===== src/rtl/line_buf_ctrl.sv =====
// line_buf_ctrl: pixel coordinate tracker and 3x3 window-valid sequencer for a line buffer.
// Optional sticky protocol error flag enabled by defining LINE_BUF_CTRL_ERR_EN.
module line_buf_ctrl #(
  parameter int IMG_W = 320,
  parameter int IMG_H = 240,
  parameter int CW    = 9
) (
  input  logic          clk,
  input  logic          rst,
  input  logic          pix_valid,
  input  logic          sof,
  output logic          shift_en,
  output logic          win_valid,
  output logic [CW-1:0] cen_x,
  output logic [CW-1:0] cen_y,
  output logic          busy,
  output logic          frame_done,
  output logic          err
);
  typedef enum logic [1:0] {IDLE, FILL, STREAM, DONE} state_t;
  localparam logic [CW-1:0] X_MAX = CW'(IMG_W - 1);
  localparam logic [CW-1:0] Y_MAX = CW'(IMG_H - 1);
  localparam logic [CW-1:0] TWO   = CW'(2);
  state_t        state_q, state_d;
  logic [CW-1:0] col_q, col_d, row_q, row_d;
  logic [CW-1:0] cen_x_q, cen_x_d, cen_y_q, cen_y_d;
  logic          win_valid_q, win_valid_d, frame_done_q, frame_done_d;
  logic          running, accept;
  always_comb begin
    running      = state_q == FILL || state_q == STREAM;
    accept       = pix_valid && (running || (state_q == IDLE && sof));
    col_d        = col_q;
    row_d        = row_q;
    if (accept) begin
      col_d = (sof || col_q == X_MAX) ? '0 : col_q + 1'b1;
      row_d = sof ? '0 : (col_q == X_MAX) ? row_q + 1'b1 : row_q;
    end
    // a window is complete once the accepted pixel is at least two columns and rows in
    win_valid_d  = accept && col_d >= TWO && row_d >= TWO;
    cen_x_d      = win_valid_d ? col_d - 1'b1 : cen_x_q;
    cen_y_d      = win_valid_d ? row_d - 1'b1 : cen_y_q;
    state_d      = state_q == DONE ? IDLE :
                   !accept ? state_q :
                   sof ? FILL :
                   (col_d == X_MAX && row_d == Y_MAX) ? DONE :
                   (state_q == FILL && col_d == TWO && row_d == TWO) ? STREAM : state_q;
    frame_done_d = state_d == DONE;
  end
  always_ff @(posedge clk or negedge rst) begin
    if (!rst) begin
      state_q      <= IDLE;
      col_q        <= '0;
      row_q        <= '0;
      cen_x_q      <= '0;
      cen_y_q      <= '0;
      win_valid_q  <= 1'b0;
      frame_done_q <= 1'b0;
    end else begin
      state_q      <= state_d;
      col_q        <= col_d;
      row_q        <= row_d;
      cen_x_q      <= cen_x_d;
      cen_y_q      <= cen_y_d;
      win_valid_q  <= win_valid_d;
      frame_done_q <= frame_done_d;
    end
  end
  assign shift_en   = accept;
  assign win_valid  = win_valid_q;
  assign cen_x      = cen_x_q;
  assign cen_y      = cen_y_q;
  assign busy       = running;
  assign frame_done = frame_done_q;
`ifdef LINE_BUF_CTRL_ERR_EN
  logic err_q, err_d;
  assign err_d = err_q || (pix_valid && ((running && sof) || state_q == DONE));
  always_ff @(posedge clk or negedge rst) begin
    if (!rst) err_q <= 1'b0;
    else err_q <= err_d;
  end
  assign err = err_q;
`else
  assign err = 1'b0;
`endif
endmodule


===== config.mk =====
export PLATFORM = sky130hd
export DESIGN_NAME = line_buf_ctrl
export DESIGN_NICKNAME = d
export VERILOG_FILES = /design/src/rtl/line_buf_ctrl.sv
export SDC_FILE = /design/constraint.sdc
export NUM_CORES = 1
export LEC_CHECK = 0
export CORE_MARGIN = 2
export CORE_UTILIZATION = 30
export CTS_CLUSTER_DIAMETER = 40
export DETAILED_ROUTE_END_ITERATION = 10
export HOLD_SLACK_MARGIN = 0.15
export SLEW_MARGIN = 20
export SYNTH_ARGS = -nofsm -noshare
export SYNTH_HDL_FRONTEND = slang
export SYNTH_SLANG_ARGS = --single-unit
export TNS_END_PERCENT = 20

===== constraint.sdc =====
create_clock -name clk -period 9.22 [get_ports clk]
set_input_delay 0.922 -clock clk [delete_from_list [all_inputs] [get_ports clk]]
set_output_delay 0.922 -clock clk [all_outputs]
set_load 0.05 [all_outputs]

# Word-level counts from Yosys, hierarchy flattened
# Cells that the tools add are included.
totals:
  reg_bits: 40
  out_inout_bits: 23
  elab_cells: 43
op_classes:
  n_eq_ne: 9
  reduce_logical: 11
  add_sub_neg: 4
  muxes: 10
  n_lt_le_gt_ge: 2
ops:
  columns: ["op", "n"]
  rows:
  - ["2-to-1 mux 9 bit", 5]
  - ["adder 9 x 1 -> 9 bit (second input constant)", 2]
  - ["== test 9 x 2 -> 1 bit (second input constant)", 2]
  - ["== test 9 bit (second input constant)", 2]
  - [">= comparator 9 x 2 -> 1 bit (second input constant)", 2]
  - ["subtractor 9 x 1 -> 9 bit (second input constant)", 2]
  - ["2-to-1 mux 2 bit", 5]
  - ["== test 9 x 8 -> 1 bit (second input constant)", 1]
  - ["logical AND 1 bit", 7]
  - ["== test 2 bit (second input constant)", 3]
  - ["logical OR 1 bit", 3]
  - ["== test 2 x 1 -> 1 bit (second input constant)", 1]
  - ["logical NOT 2 bit", 1]

# Longest topological paths before layout
# Gate-level depths: netlist of run 1.
logic_depth:
  word_depth: 14
  mapped_depth: 15

# Worst setup path before layout of run 1
# Ideal clock, no wire load.
synth_timing:
  path_kind: "register -> register"
  start: "register state_q[0]"
  end: "register cen_x_q[0] (netlist: cen_x[0])"
  t_required_ns: 9.095
  path_slack_ns: 5.489
  path_buffers: 3
  setup_time_ns: 0.125
  period_less_slack_ns: 3.731
  path_stages_with_launch: 14
  arrival_time_ns: 3.606
  cell_sequence: "dfrtp_1 > inv_1 > ha_1 > a21o_1 > nand2_2 > clkinv_1 > a21oi_2 > or4_1 > buf_2 > o41a_1 > o41a_1 > buf_6 > buf_12 > mux2_4"
synth_between:
  elab_chain_cells: 8
synth_lines:
  columns: ["element", "line", "text"]
  rows:
  - ["from (decl)", "24", "state_t state_q, state_d;"]
  - ["from (signal assigned)", "59", "state_q <= state_d;"]
  - ["== test 2 x 1 -> 1 bit / == test 2 bit (equally long branches)", "30", "running = state_q == FILL || state_q == STREAM;"]
  - ["logical OR 1 bit *", "30", null]
  - ["via busy", "16", "output logic busy,"]
  - ["logical OR 1 bit *", "31", "accept = pix_valid && (running || (state_q == IDLE && sof));"]
  - ["logical AND 1 bit *", "31", null]
  - ["via shift_en", "12", "output logic shift_en,"]
  - ["2-to-1 mux 9 bit *", "34", "if (accept) begin"]
  - ["via col_d[2]", "25", "logic [CW-1:0] col_q, col_d, row_q, row_d;"]
  - [">= comparator 9 x 2 -> 1 bit *", "39", "win_valid_d = accept && col_d >= TWO && row_d >= TWO;"]
  - ["logical AND 1 bit * (2 in series)", "39", null]
  - ["via win_valid_d", "27", "logic win_valid_q, win_valid_d, frame_done_q, frame_done_d;"]
  - ["to (signal assigned)", "62", "cen_x_q <= cen_x_d;"]
  - ["to (decl)", "26", "logic [CW-1:0] cen_x_q, cen_x_d, cen_y_q, cen_y_d;"]
# The timed path passes the listed nets; every way through them passes the cells marked *.
# A chain may end at the register's enable or synchronous reset.

# Worst setup path in the final report of run 1
layout_timing:
  start: "input sof"
  end: "register cen_x_q[6] (netlist: cen_x[6])"
layout_between:
  elab_chain_cells: 7
layout_lines:
  columns: ["element", "line", "text"]
  rows:
  - ["from (decl)", "11", "input logic sof,"]
  - ["logical AND 1 bit", "31", null]
  - ["logical OR 1 bit", "31", null]
  - ["logical AND 1 bit", "31", null]
  - ["2-to-1 mux 9 bit *", "34", null]
  - ["via col_d[2]", "25", null]
  - [">= comparator 9 x 2 -> 1 bit", "39", null]
  - ["logical AND 1 bit (2 in series)", "39", null]
# Marks and branches as above.

==> results of run 1 <==
[critical path: cells and delay by family]
| family | cells | cell delay [ns] |
|---|---|---|
| buffers and inverters | 2 | 1.04 |
| multiplexers | 1 | 0.42 |
| AO/OA/AOI/OAI | 4 | 1.74 |
| AND/OR/NAND/NOR | 2 | 0.59 |
[state kept, by name, indices dropped and copies added, names as in the netlist]
signal      flops
cen_y           9
row_q           9
col_q           9
cen_x           9
frame_done      1
state_q         2
win_valid       1
[per-layer routing]
layer / wire, µm / vias to the layer above / track usage [%]
met3: 208 / 16 / 1.72
met5: 0 / - / 0
met1: 3210 / 973 / 20.4
met2: 2750 / 61 / 19.8
li1: - / 1012 / -
met4: 183 / 0 / 5.98
[logic make-up after synthesis]
kind of cell	synth area share (%)
AOI/OAI and AO/OA	14.7
xor gates and xnor gates	5.98
other	0.142
buffers and inverters	5.93
and+or+nand+nor	20.9
muxes	9.16
DFF	38.0
adders and majority gates	5.22
[cell type report]
type / count / area, µm²
fill: 852 / 5580
multi-input combinational: 195 / 1480
sequential: 40 / 1000
timing repair buffer: 25 / 245
tap: 108 / 135
clock buffer: 7 / 96.3
inverter: 18 / 67.6
clock inverter: 1 / 30.0
[layout by cell type (no fill, tap or decap), drive strengths merged, types with 3 or more instances in the layout]
| master | netlist | layout |
|---|---|---|
| and2 | 3 | 3 |
| mux2 | 15 | 15 |
| o41a | 3 | 3 |
| clkbuf | 4 | 7 |
| or4 | 4 | 4 |
| o311a | 3 | 3 |
| inv | 17 | 17 |
| o21a | 3 | 3 |
| mux2i | 5 | 5 |
| nor2 | 17 | 17 |
| clkdlybuf4s50 | 0 | 24 |
| nor4 | 14 | 14 |
| dfrtp | 40 | 40 |
| nor2b | 3 | 3 |
| xnor2 | 11 | 11 |
| nand3 | 9 | 9 |
| ha | 11 | 11 |
| nand4 | 5 | 5 |
| o21ai | 8 | 8 |
| xor2 | 7 | 7 |
| a21oi | 14 | 14 |
| nor3 | 8 | 8 |
| nand2 | 13 | 13 |
[per-stage QoR]
stage,cells,total power (W)
4_1_cts,394,0.000423
6_report,394,0.000419
5_1_grt,394,0.000441
3_3_place_gp,386,0.000265
2_1_floorplan,267,0.000247
3_5_place_dp,386,0.000264
[power breakdown]
part | total (W) | internal (W) | switching (W)
clock | 0.000157 | 0.0000956 | 0.0000618
combinational | 0.0000736 | 0.0000264 | 0.0000472
sequential | 0.000188 | 0.000180 | 0.00000786
total | 0.000419 | 0.000302 | 0.000117
[worst paths after layout]
kind | startpoint | endpoint | slack, ns | cells past startpoint
min reg2reg | cen_y[6] | cen_y[6] | 0.52 | 1
max | sof | cen_x[6] | 4.67 | 9
min | cen_y[6] | cen_y[6] | 0.52 | 1
min in group asynchronous | rst | cen_y[8] | 0.75 | 1
max reg2reg | col_q[6] | cen_x[6] | 5.10 | 6
max in group asynchronous | rst | col_q[1] | 7.90 | 1
==> impl_metrics.py, run 1 <==
metrics = {
    "synth": {
        "synth_top_area_cell": "dfrtp_1",
        "syn_area_um2": 2640,
        "ys.flop_type": "dfrtp_1",
        "synth_area_leaders": "dfrtp_1 (38%), ha_1 (5.2%), mux2_2 (3.8%), xnor2_1 (3.7%), mux2_4 (3.4%)",
        "synthTopCellsByCount": "dfrtp_1 (40), inv_1 (17), nor2_1 (17), nor4_1 (14), a21oi_1 (13)",
        "async_flop_share_pct": 100,
        "synth_cells": 267,
        "synth_edf_count": 0,
        "ys_types": 64,
        "syn_nets": 282,
        "ys_seq_area_share_pct": 38.0,
        "ys_ff_latch": 40,
        "synth_most_common_cell": "dfrtp_1",
        "syn_area_per_cell_um2": 9.87,
        "yosysWarnings": 0,
        "yosysTopAreaCellShare_pct": 38.0,
    },
    "timing": {
        "setup_viol": 0,
        "fin_ws_ns": 4.67,
        "final_hold_viol_count": 0,
        "rsz0062_at_grt": "no",
        "slew_violations": 0,
        "finalCriticalPeriod_ns": 4.55,
        "finalCritPeriodShare_pct": 49.3,
        "worst_pin_slew_ns": 1.04,
        "fin_skew_ns": 0.00269,
        "slew_headroom_pct": 30.7,
        "tns_ns": 0,
        "fmax_ghz": 0.220,
        "finalHoldWorstSlack_ns": 0.519,
    },
    "final_layout": {
        "layout-drive-gt1-share_pct": 12.2,
        "final_core_util_pct": 35.4,
        "nNetsFinal": 300,
        "area_growth_pct": 15.9,
        "final_area_um2": 3050,
        "antenna_cells": 0,
    },
    "floorplan": {
        "start_util_pct": 30.5,
        "die_h_um": 97.7,
        "ios": 27,
        "core-area_um2": 8640,
        "row_count": 34,
        "die_area_um2": 9550,
        "die_x_um": 97.7,
    },
    "clock_network": {
        "clk_latency_ns": 0.29,
        "ctsHoldBuffers": 0,
        "cts_buffers": 5,
        "clock-sinks": 40,
        "cts_tree": "done",
        "path_clk_slew_ns": 0.08,
        "ctsHtreeMaxLevel": 2,
        "postCtsSetupBuffers": 0,
        "post_cts_resized": 0,
        "clk_path_buf_depth": 2,
        "cts-root-buf": "clkbuf_8",
    },
    "critical_path": {
        "cp_common_cell": "o41a_1",
        "end_kind": "register",
        "cp-start-kind": "primary input",
        "crit_type": "in -> reg",
        "crit_path_max_incr_delay_ns": 0.84,
        "critPathSlowestCell": "o41a_1",
        "critPathMaxFanout": 19,
        "cp.required_ns": 9.40,
        "cp.arrival_ns": 4.72,
        "crit_path_cell_trace": "clkdlybuf4s50_1 > a21o_1 > nand2_2 > clkinv_1 > a21oi_2 > or4_1 > o41a_1 > o41a_1 > mux2_2",
    },
    "drt": {
        "wire_per_inst_um": 16.1,
        "drt-total-wl_mm": 6.35,
        "remaining_drc_errors": 0,
        "drt_iter0_markers": 196,
        "vias_per_cell": 5.23,
        "vias": 2062,
        "drt.antenna.violating_nets": 0,
        "drt_first_pass_iters": 4,
    },
    "placement": {
        "portBuffers": 25,
        "place_area_um2": 2930,
        "pre_cts_ws_ns": 4.37,
        "hpwlAfterDp_mm": 4.62,
        "routabilityCongestion": 0.926,
    },
    "grt": {
        "grt_overflow": 0,
        "grt_max_degree": 41,
        "grt_pass1_wl_mm": 10.7,
        "groute.usage.overall_pct": 13.7,
        "antenna_found_initial": 0,
        "grt_pass1_vias": 2071,
    },
    "pwr": {
        "p_per_area_nw_per_um2": 137,
        "ir_drop_uv": 71.8,
        "cellLeakagePower_nw": 1.35,
    },
    "status": {
        "status": "complete, no violations",
    },
    "min_path": {
        "holdCritPathClass": "reg -> reg",
    },
    "run": {
        "drv_cap": 0,
    },
}
(Power assumes the default switching activity.)
==> run 2: changes to the inputs <==
- clock period: 9.22 -> 3.8 ns (I/O delays scaled with it)
==> run 2 against run 1 <==
Against the previous run:
- sequential share of layout area shrank 0.88 points
- utilization grew 0.97 points
- critical path depth is the same
- total power grew 120%
- first-iteration DRC count shrank 6.6%
- sequential power grew 140%
- global-route usage grew 0.33 points
- via count grew 5.6%
- critical endpoint is now cen_x[0]
==> impl_metrics.py, run 2 (synthesized netlist as in run 1, its figures left out) <==
metrics = {
    "drt": {
        "vias_per_cell": 5.33,
        "wire_per_inst_um": 15.9,
        "vias": 2178,
        "drt.antenna.violating_nets": 0,
        "drt-total-wl_mm": 6.50,
        "drt_iter0_markers": 183,
        "remaining_drc_errors": 0,
        "drt_first_pass_iters": 5,
    },
    "final_layout": {
        "layout_commonest_cell": "dfrtp_1",
        "layout-drive-gt1-share_pct": 16.3,
        "antenna_cells": 0,
        "final_cell_mix": "dfrtp_1 (40), clkdlybuf4s50_1 (24), inv_1 (17), nor2_1 (17), buf_4 (15)",
        "final_core_util_pct": 36.3,
        "nFillCells": 868,
        "nNetsFinal": 316,
        "area_growth_pct": 19.0,
    },
    "clock_network": {
        "cts-root-buf": "clkbuf_8",
        "path_clk_slew_ns": 0.07,
        "clock-sinks": 40,
        "post_cts_resized": 0,
        "postCtsSetupBuffers": 0,
        "cts_buffers": 5,
        "ctsHoldBuffers": 0,
        "clk_path_buf_depth": 2,
        "clk_latency_ns": 0.29,
        "cts_tree": "done",
        "ctsHtreeMaxLevel": 2,
    },
    "floorplan": {
        "die_area_um2": 9550,
        "core-area_um2": 8640,
        "row_count": 34,
        "ios": 27,
        "die_x_um": 97.7,
        "start_util_pct": 30.5,
        "die_h_um": 97.7,
    },
    "grt": {
        "grt_pass1_vias": 2167,
        "grt_pass1_wl_mm": 10.8,
        "grt_use_met1_pct": 20.2,
        "grt_overflow": 0,
        "grt_max_degree": 41,
        "groute.usage.overall_pct": 14.0,
        "antenna_found_initial": 0,
        "grt_busiest_layer": "met2",
        "met2_usage_pct": 20.5,
        "met3_usage_pct": 2.36,
    },
    "timing": {
        "rsz0062_at_grt": "no",
        "final_hold_viol_count": 0,
        "slew_headroom_pct": 43.0,
        "setup_viol": 0,
        "finalHoldWorstSlack_ns": 0.192,
        "fin_skew_ns": 0.00650,
        "finalCriticalPeriod_ns": 3.49,
        "finalCritPeriodShare_pct": 91.8,
        "slew_violations": 0,
        "tns_ns": 0,
        "worst_pin_slew_ns": 0.854,
        "fmax_ghz": 0.287,
    },
    "critical_path": {
        "crit_type": "reg -> reg",
        "end_kind": "register",
        "startpoint": "col_q[0]",
        "cp.arrival_ns": 3.66,
        "worstReg2RegStart": "col_q[0]",
        "cp.required_ns": 3.97,
        "cp-start-kind": "register",
        "critPathMaxFanout": 19,
    },
    "status": {
        "status": "complete, no violations",
    },
    "pwr": {
        "ir_drop_uv": 204,
        "cellLeakagePower_nw": 1.41,
        "p_per_area_nw_per_um2": 295,
    },
    "placement": {
        "routabilityCongestion": 0.873,
        "hpwlAfterDp_mm": 4.89,
        "portBuffers": 25,
    },
    "min_path": {
        "holdCritPathClass": "in -> async",
    },
    "run": {
        "drv_cap": 0,
    },
}
[run 2: path summary, 6_finish.rpt]
check	slack, ns	cells past startpoint	end
worst max-delay path	0.31	9	cen_x[0]
worst min-delay path	0.19	1	win_valid
worst max register to register	0.31	9	cen_x[0]
worst min register to register	0.51	1	cen_x[7]
max in group asynchronous	3.06	1	cen_x[3]
min in group clk	0.51	1	cen_x[7]
[run 2: critical path, cell delays in order (launching register included)]
cell and delay [ns]:
dfrtp_1 0.44, ha_1 0.30, nand4b_2 0.33, or4_1 0.60, a21oi_1 0.26, o211ai_2 0.15, or3_4 0.38, o41a_1 0.41
buf_12 0.18, mux2_4 0.30
[run 2: area by class of cell]
class / count / area [µm²] / area share (%)
clock buffer: 6 / 72.6 / 2.31
clock inverter: 1 / 5.00 / 0.159
inverter: 18 / 67.6 / 2.15
multi-input combinational: 195 / 1480 / 47.1
sequential: 40 / 1000 / 31.9
tap: 108 / 135 / 4.31
timing repair buffer: 41 / 378 / 12.0
[run 2: power by group]
group	switching (W)	leakage, nW	internal, W
clock network	0.000134	0.0410	0.000125
registers	0.0000216	0.535	0.000437
logic	0.000118	0.833	0.0000896
total	0.000273	1.41	0.000651
[run 2: metrics by stage]
step / setup WS, ns / cells / power (W) / area (µm²)
6_report: 0.313 / 409 / 0.000925 / 3140
5_1_grt: 0.150 / 409 / 0.000991 / 3140
4_1_cts: 0.362 / 409 / 0.000940 / 3140
3_5_place_dp: 0.337 / 402 / 0.000674 / 3060
3_3_place_gp: 0.286 / 402 / 0.000674 / 3060
2_1_floorplan: 0.0685 / 267 / 0.000599 / 2640
[run 2: per-layer routing]
metal,vias to the layer above,part of all wire [%]
li1,1045,-
met1,1034,49
met2,83,43
met3,16,5.3
met4,0,2.8
met5,-,0
==> run 3: changes to the inputs <==
- CORE_UTILIZATION: 30 -> 35
- REMOVE_ABC_BUFFERS: default -> 1
==> run 3 against run 2 <==
Against the previous run:
- wire length is 0.86% higher
- fmax down 0.93%
- first-iteration DRC count is 5.5% higher
- sequential power barely moved
- setup slack got worse by 0.033 ns
- utilization increased by 7.2 points
- largest cell class unchanged
==> impl_metrics.py, run 3 (synthesized netlist as in run 1, its figures left out) <==
metrics = {
    "clock_network": {
        "ctsHtreeMaxLevel": 2,
        "post_cts_resized": 0,
        "clk_latency_ns": 0.29,
        "clock-sinks": 40,
        "ctsHoldBuffers": 0,
        "postCtsSetupBuffers": 0,
        "cts_buffers": 5,
        "cts_tree": "done",
        "path_clk_slew_ns": 0.08,
        "clk_path_buf_depth": 2,
        "cts-root-buf": "clkbuf_8",
    },
    "critical_path": {
        "cp.arrival_ns": 3.70,
        "crit_path_cell_trace": "ha_1 > nand4b_2 > buf_4 > o311a_1 > a221oi_2 > o211ai_2 > or3_4 > o41a_1 > buf_4 > mux2_4",
        "crit_type": "reg -> reg",
        "end_kind": "register",
        "cp-start-kind": "register",
        "reg2reg_depth": 10,
        "crit_path_max_incr_delay_ns": 0.48,
        "cp_common_cell": "buf_4",
        "cp.required_ns": 3.98,
        "critPathSlowestCell": "dfrtp_1",
        "critPathMaxFanout": 19,
    },
    "pwr": {
        "cellLeakagePower_nw": 1.43,
        "pwr-share-comb_pct": 18.7,
        "p_sw_w": 0.000285,
        "switching_share_pct": 26.8,
        "pwr-share-clk_pct": 38.3,
        "ir_drop_uv": 196,
        "p_per_area_nw_per_um2": 334,
        "p_int_w": 0.000777,
        "p_seq_share_pct": 43.0,
    },
    "timing": {
        "slew_violations": 0,
        "finalCritPeriodShare_pct": 92.6,
        "slew_headroom_pct": 41.3,
        "fmax_ghz": 0.284,
        "fin_skew_ns": 0.00759,
        "fin_ws_ns": 0.280,
        "worst_pin_slew_ns": 0.881,
        "tns_ns": 0,
        "final_hold_viol_count": 0,
        "finalCriticalPeriod_ns": 3.52,
        "setup_viol": 0,
        "rsz0062_at_grt": "no",
    },
    "floorplan": {
        "start_util_pct": 36.2,
        "die_x_um": 90.8,
        "die_h_um": 90.8,
        "die_area_um2": 8240,
        "ios": 27,
        "core-area_um2": 7290,
        "row_count": 31,
    },
    "min_path": {
        "holdCritPathClass": "in -> async",
    },
    "drt": {
        "remaining_drc_errors": 0,
        "vias_per_cell": 5.46,
        "drt_first_pass_iters": 5,
        "drt.antenna.violating_nets": 0,
        "vias": 2188,
        "drt-total-wl_mm": 6.56,
        "drt_iter0_markers": 193,
        "wire_per_inst_um": 16.4,
    },
    "final_layout": {
        "final_cell_mix": "dfrtp_1 (40), clkdlybuf4s50_1 (24), inv_1 (17), nor2_1 (17), buf_4 (17)",
        "layout-drive-gt1-share_pct": 16.9,
        "multi_input_area_um2": 1480,
        "final_core_util_pct": 43.5,
        "nFillCells": 731,
        "regArea_um2": 1000,
        "area_growth_pct": 20.4,
        "layout_commonest_cell": "dfrtp_1",
        "antenna_cells": 0,
        "nNetsFinal": 317,
    },
    "placement": {
        "portBuffers": 25,
        "hpwlAfterDp_mm": 4.95,
        "routabilityCongestion": 0.897,
        "pre_cts_ws_ns": 0.303,
    },
    "grt": {
        "grt_overflow": 0,
        "antenna_found_initial": 0,
        "grt_pass1_vias": 2150,
        "groute.usage.overall_pct": 16.7,
        "grt_max_degree": 41,
        "grt_pass1_wl_mm": 11.2,
    },
    "status": {
        "status": "complete, no violations",
    },
    "run": {
        "drv_cap": 0,
    },
}
-- run 3: path summary, 6_finish.rpt --
path,from,endpoint,slack (ns)
max reg2reg,col_q[0],cen_y[5],0.28
max in group asynchronous,rst,cen_y[2],3.04
max,col_q[0],cen_y[5],0.28
min reg2reg,cen_x[8],cen_x[8],0.51
min,rst,cen_x[3],0.20
min in group clk,cen_x[8],cen_x[8],0.51
-- run 3: routing by layer --
metal	wire length, µm	vias to the layer above	GRT usage, %
li1	-	1051	-
met1	3140	1017	25.3
met2	2850	103	24.7
met3	417	17	2.25
met4	141	0	4.92
met5	0	-	0
-- run 3: cell type report --
type / count / area share [%]
Clock buffer: 5 / 2.17
Clock inverter: 2 / 1.89
Inverter: 18 / 2.13
Multi-Input combinational cell: 195 / 46.6
Sequential cell: 40 / 31.5
Tap cell: 99 / 3.90
Timing Repair Buffer: 42 / 11.8
-- run 3: power groups by stage --
stage          combinational, W  clock, W  sequential (W)
3_3_place_gp           0.000198         0        0.000466
5_1_grt                0.000223  0.000433        0.000458
6_report               0.000199  0.000406        0.000456
3_5_place_dp           0.000197         0        0.000465
4_1_cts                0.000200  0.000415        0.000456
2_1_floorplan          0.000129         0        0.000459
-- run 3: worst max-delay path: cells and delay by family (launching register included) --
kind / cells / cell delay, ns
buf+inv: 2 / 0.46
flops: 1 / 0.48
compound gates: 4 / 1.18
mux: 1 / 0.32
simple gates: 2 / 0.63
fa+ha+maj: 1 / 0.33
-- run 3: per-stage QoR --
stage | area, µm² | instances | total power [W] | hold slack (ns)
after detailed placement | 3040 | 394 | 0.000662 | 0.495
after global routing | 3170 | 401 | 0.00111 | 0.283
after floorplan | 2550 | 253 | 0.000588 | 0.0844
after CTS | 3170 | 401 | 0.00107 | 0.233
after global placement | 3040 | 394 | 0.000664 | 0.495
final | 3170 | 401 | 0.00106 | 0.200
